<file path="src/rtl/instr_trace_buffer.sv">
// instr_trace_buffer: retire-trace capture stage behind a single-cycle core.
// Samples pc/instr every clock, pushes each distinct PC as one entry into a
// first-word-fall-through FIFO, drains over a valid/ready port, detects a
// self-loop halt and counts entries dropped on overflow.
//
// Ports:
//   clk, reset        - clock, asynchronous active-high reset
//   pc, instr         - core fetch pair sampled every rising edge
//   trace_en          - capture enable
//   out_valid/ready   - drain handshake; out_pc/out_instr show the head entry
//   count             - entries stored (0..DEPTH)
//   drop_count        - entries lost to a full FIFO, saturating
//   overflow          - sticky, set on first drop
//   halted            - sticky, PC unchanged for HALT_CYCLES captures-enabled edges
module instr_trace_buffer #(
  parameter int unsigned DEPTH       = 16,
  parameter int unsigned HALT_CYCLES = 4
) (
  input  logic                     clk,
  input  logic                     reset,
  input  logic [31:0]              pc,
  input  logic [31:0]              instr,
  input  logic                     trace_en,
  output logic                     out_valid,
  input  logic                     out_ready,
  output logic [31:0]              out_pc,
  output logic [31:0]              out_instr,
  output logic [$clog2(DEPTH):0]   count,
  output logic [15:0]              drop_count,
  output logic                     overflow,
  output logic                     halted
);

  localparam int unsigned PTR_W  = $clog2(DEPTH);
  localparam int unsigned CNT_W  = PTR_W + 1;
  localparam int unsigned SAME_W = $clog2(HALT_CYCLES + 1);

  logic [63:0]       mem_q [DEPTH];
  logic [PTR_W-1:0]  wr_ptr_q, wr_ptr_d;
  logic [PTR_W-1:0]  rd_ptr_q, rd_ptr_d;
  logic [CNT_W-1:0]  count_q, count_d;
  logic [15:0]       drop_count_q, drop_count_d;
  logic              overflow_q, overflow_d;
  logic              halted_q, halted_d;
  logic              first_q, first_d;
  logic [31:0]       last_pc_q, last_pc_d;
  logic [SAME_W-1:0] same_cnt_q, same_cnt_d;

  logic pop, push_req, full, do_push, drop;

  // Capture decision, FIFO bookkeeping and halt detection.
  always_comb begin
    wr_ptr_d     = wr_ptr_q;
    rd_ptr_d     = rd_ptr_q;
    count_d      = count_q;
    drop_count_d = drop_count_q;
    overflow_d   = overflow_q;
    first_d      = first_q;
    last_pc_d    = last_pc_q;
    same_cnt_d   = same_cnt_q;

    pop      = (count_q != '0) && out_ready;
    push_req = trace_en && !halted_q && (first_q || (pc != last_pc_q));
    full     = (count_q == CNT_W'(DEPTH));
    // A pop on the same edge frees the slot, so a full FIFO still accepts.
    do_push  = push_req && (!full || pop);
    drop     = push_req && full && !pop;

    // last_pc tracks captures even when the entry is dropped, so the
    // de-dup and halt logic follow the core rather than FIFO occupancy.
    if (trace_en && !halted_q) begin
      if (push_req) begin
        first_d    = 1'b0;
        last_pc_d  = pc;
        same_cnt_d = '0;
      end else if (same_cnt_q != SAME_W'(HALT_CYCLES)) begin
        same_cnt_d = same_cnt_q + SAME_W'(1);
      end
    end
    halted_d = halted_q || (same_cnt_d == SAME_W'(HALT_CYCLES));

    if (do_push) wr_ptr_d = wr_ptr_q + PTR_W'(1);
    if (pop)     rd_ptr_d = rd_ptr_q + PTR_W'(1);

    case ({do_push, pop})
      2'b10:   count_d = count_q + CNT_W'(1);
      2'b01:   count_d = count_q - CNT_W'(1);
      default: count_d = count_q;
    endcase

    if (drop) begin
      overflow_d = 1'b1;
      if (drop_count_q != 16'hFFFF) drop_count_d = drop_count_q + 16'd1;
    end
  end

  // Control state.
  always_ff @(posedge clk or posedge reset) begin
    if (reset) begin
      wr_ptr_q     <= '0;
      rd_ptr_q     <= '0;
      count_q      <= '0;
      drop_count_q <= '0;
      overflow_q   <= 1'b0;
      halted_q     <= 1'b0;
      first_q      <= 1'b1;
      last_pc_q    <= '0;
      same_cnt_q   <= '0;
    end else begin
      wr_ptr_q     <= wr_ptr_d;
      rd_ptr_q     <= rd_ptr_d;
      count_q      <= count_d;
      drop_count_q <= drop_count_d;
      overflow_q   <= overflow_d;
      halted_q     <= halted_d;
      first_q      <= first_d;
      last_pc_q    <= last_pc_d;
      same_cnt_q   <= same_cnt_d;
    end
  end

  // Entry storage; contents are only observable while valid, so no reset.
  always_ff @(posedge clk) begin
    if (do_push) mem_q[wr_ptr_q] <= {pc, instr};
  end

  // Head entry falls through from storage; forced to zero while empty so
  // the reset-state outputs are all zero.
  assign out_valid  = (count_q != '0);
  assign out_pc     = out_valid ? mem_q[rd_ptr_q][63:32] : 32'd0;
  assign out_instr  = out_valid ? mem_q[rd_ptr_q][31:0]  : 32'd0;
  assign count      = count_q;
  assign drop_count = drop_count_q;
  assign overflow   = overflow_q;
  assign halted     = halted_q;

endmodule

</file>
<file path="config.mk">
export PLATFORM = sky130hd
export DESIGN_NAME = instr_trace_buffer
export DESIGN_NICKNAME = d
export VERILOG_FILES = /design/src/rtl/instr_trace_buffer.sv
export SDC_FILE = /design/constraint.sdc
export NUM_CORES = 1
export LEC_CHECK = 0
export ABC_AREA = 1
export CAP_MARGIN = 5
export CORE_UTILIZATION = 25
export CTS_CLUSTER_SIZE = 24
export DETAILED_ROUTE_END_ITERATION = 10
export PLACE_DENSITY = 0.48
export SYNTH_ARGS = -nofsm -noshare
export SYNTH_HDL_FRONTEND = slang
export SYNTH_SLANG_ARGS = --single-unit
</file>
<file path="constraint.sdc">
create_clock -name clk -period 6.2 [get_ports clk]
set_input_delay 0.93 -clock clk [delete_from_list [all_inputs] [get_ports clk]]
set_output_delay 0.93 -clock clk [all_outputs]
set_load 0.02 [all_outputs]
</file>
==> run summary <==
Syn Area/Cell - 13.40 um2
Root buffer cell - clkbuf_16
RSZ-0062 raised after global routing - false
First-pass GRT wire length - 183400 um
DP HPWL - 68020 um
Commonest register cell after synthesis - edfxtp_1
1st-iter DRT viols - 2023
Max_slew headroom - 0.3041
Comb pwr share - 0.346
WL final - 124700 um
Final hold violation count - 0
Post CTS Setup Buffer Count - 0
Area contributors post-synth - edfxtp_1 (71%), o21ai_0 (6.4%), nor2_1 (4.8%), dfrtp_1 (3.8%), o221ai_1 (3.6%)
Syn Inst Count - 3226
Max-Cap Viols - 0
H-tree depth reported by CTS - 3
Total GRT Usage - 0.1408
Post-route minimum period - 5096 ps
Worst skew pair latency - 740 ps
Most frequent cell after synthesis - edfxtp_1
Placed Area - 0.04757 mm2
Grt ovf - 0
Worst R2R Path Depth - 16
Placed cell count - 5542
GP Congestion - 0.7340
Die height - 417.9 um
Sw Ratio - 0.3719
I/O Buffers - 155
Die Wd - 417.9 um
Reg-to-Reg End - count[4]
Internal Power - 14.62 mW
Max VDD drop - 0.3525 mV
LEAKAGE - 16.10 nW
Power, Total - 23.29 mW
Die ar. - 0.1746 mm2
Setup crit start kind - flop
Num CTS Buffers - 114
Layout cells sized above 1 - 0.08307
Post-Syn Area - 0.04324 mm2
Yosys top cell area share - 0.7112
Final Skew - 38.95 ps
Ys Warns - 0
Asr flop ratio synth - 0.06141
Clock Path Buffers - 3
Synth cell types - 40
Post-route insts no fill - 5757
Tcrit/Tclk final - 0.8219
R2r setup slk - 2440 ps
CTS sink count - 1091
Syn nets - 3306
Starting Density - 0.2518
CTS tree - yes
Core area - 0.1717 mm2
Seq pwr share - 0.366
Worst Path Max Fanout - 88
Worst R2R Start - count[0]
Max-slew violations - 0
CP Class - reg2out
Via Count - 26940
CTS Hold Bufs - 0
Clk pwr share - 0.288
Top Ports - 156
Routed wire per std cell - 21.66 um
Tightest Pin Transition - 1041 ps
Router iterations before antenna repair - 5
List of most frequent post-synthesis cells - edfxtp_1 (1024), nor2_1 (556), o21ai_0 (553)
CP Capture Type - output pin
Sequential share of the synthesized area - 0.7500
Setup_tns - 0 ps
Routed Antenna Nets - 0
PostCTS Resize Cnt - 0
Area leader, netlist - edfxtp_1
Initial antenna violation count - 21
CP Launch Point - rd_ptr_q[1]
Min-Delay Path Class - in2async
Vias in the first global route - 26950
Number of synthesized flops with an enable pin - 1024
Worst setup path end - out_instr[29]
Worst EP arrival - 4170 ps
Pwr per Cell Area - 454.4 mW/mm2
Syn-to-layout area delta - 18.52%
# nets final - 3428
Post-route cell area - 0.05125 mm2
Largest net degree at the start of global routing - 217
Yosys reg bits - 1091
Row Count - 152
Req. time, crit path - 5270 ps
Status - complete, no violations
DRC viols - 0
Final setup violation count - 0
Max Freq - 0.1962 GHz
Net switching power - 8.661 mW
Worst-path clk slew - 70 ps
Via density - 4.679
==> critical path, stage by stage (launching register included) <==
cell	delay [ps]
dfrtp_4	720
inv_8	580
buf_4	420
o21ai_0	140
o221ai_1	210
nand3_1	120
a21oi_1	480
clkdlybuf4s50_1	710
==> placed cells by master (no fill, tap or decap), types with 3 or more instances in the layout <==
cell,count
inv_2,4
nor3_1,4
edfxtp_1,1024
nand3_1,75
nor2_4,15
clkbuf_16,115
nor2_1,542
nand2_1,166
clkinv_2,31
a21oi_1,65
dfrtp_1,62
clkinvlp_4,3
clkinv_16,3
diode_2,4
o22ai_1,76
bufinv_16,9
buf_4,61
nand4_1,4
clkinv_4,3
buf_12,16
o21ai_1,8
dfrtp_4,4
o21ai_0,553
xnor2_1,15
xor2_1,14
clkbuf_1,12
clkinv_1,31
o221ai_1,180
ha_1,11
inv_1,76
nand2_2,4
o211ai_1,76
clkdlybuf4s50_1,155
==> how the worst min path moves through the flow <==
stage | slack [ps] | to | start | cells past startpoint
finish | 450 | drop_count[9] | reset | 2
CTS | 410 | drop_count[9] | reset | 2
detailed placement | 440 | first_q | first_q | 2
global placement | 440 | first_q | first_q | 2
global route | 450 | drop_count[9] | reset | 2
floorplan | 420 | first_q | first_q | 2
==> power groups by stage <==
stage,registers (mW),clock network [mW],logic [mW]
4_1_cts,8.53,6.87,8.24
5_1_grt,8.55,7.13,8.84
3_5_place_dp,8.68,0,8.21
2_1_floorplan,8.49,0,4.86
3_3_place_gp,8.68,0,8.20
6_report,8.52,6.71,8.06
==> flip-flops by register name (all words and copies together), names as in the netlist <==
register,flops
same_cnt_q,3
overflow,1
mem_q,1024
first_q,1
last_pc_q,32
wr_ptr_q,4
rd_ptr_q,4
halted,1
count,5
drop_count,16
==> per-layer routing <==
metal	wire length (um)	vias up	global-route usage
li1	-	12390	-
met1	55810	13740	0.1853
met2	58510	567	0.2279
met3	6308	207	0.02943
met4	3816	36	0.05060
met5	222	-	0
==> metrics by stage <==
stage          hold slack [ps]  utilization  setup slack [ps]
6_report                 447.5       0.2984              1104
4_1_cts                  408.8       0.2983             959.5
2_1_floorplan            424.2            -            -513.6
3_5_place_dp             439.4       0.2770              1604
5_1_grt                  452.4       0.2984             853.6
3_3_place_gp             440.6       0.2770              1573
==> cell type report <==
| class | instances | area [um2] |
|---|---|---|
| clock buffer | 129 | 2950 |
| antenna | 4 | 10.01 |
| multi-input combinational | 1824 | 9560 |
| inverter | 85 | 349.1 |
| timing repair buffer | 232 | 2330 |
| clock inverter | 82 | 713.2 |
| sequential | 1091 | 32440 |
| tap | 2310 | 2890 |
| fill | 17190 | 120500 |
==> logic make-up (layout without fill, tap and decap cells) <==
logic type,count (synthesis),after routing,synth area share
other,0,4,0
buffers and inverters,311,528,0.03166
AOI/OAI and AO/OA,961,961,0.1336
adders and majority gates,12,12,0.003646
and+or+nand+nor,822,822,0.07521
xor gates and xnor gates,29,29,0.005875
DFF,1091,1091,0.7500
Note: power is estimated with default switching activity, not from simulation.
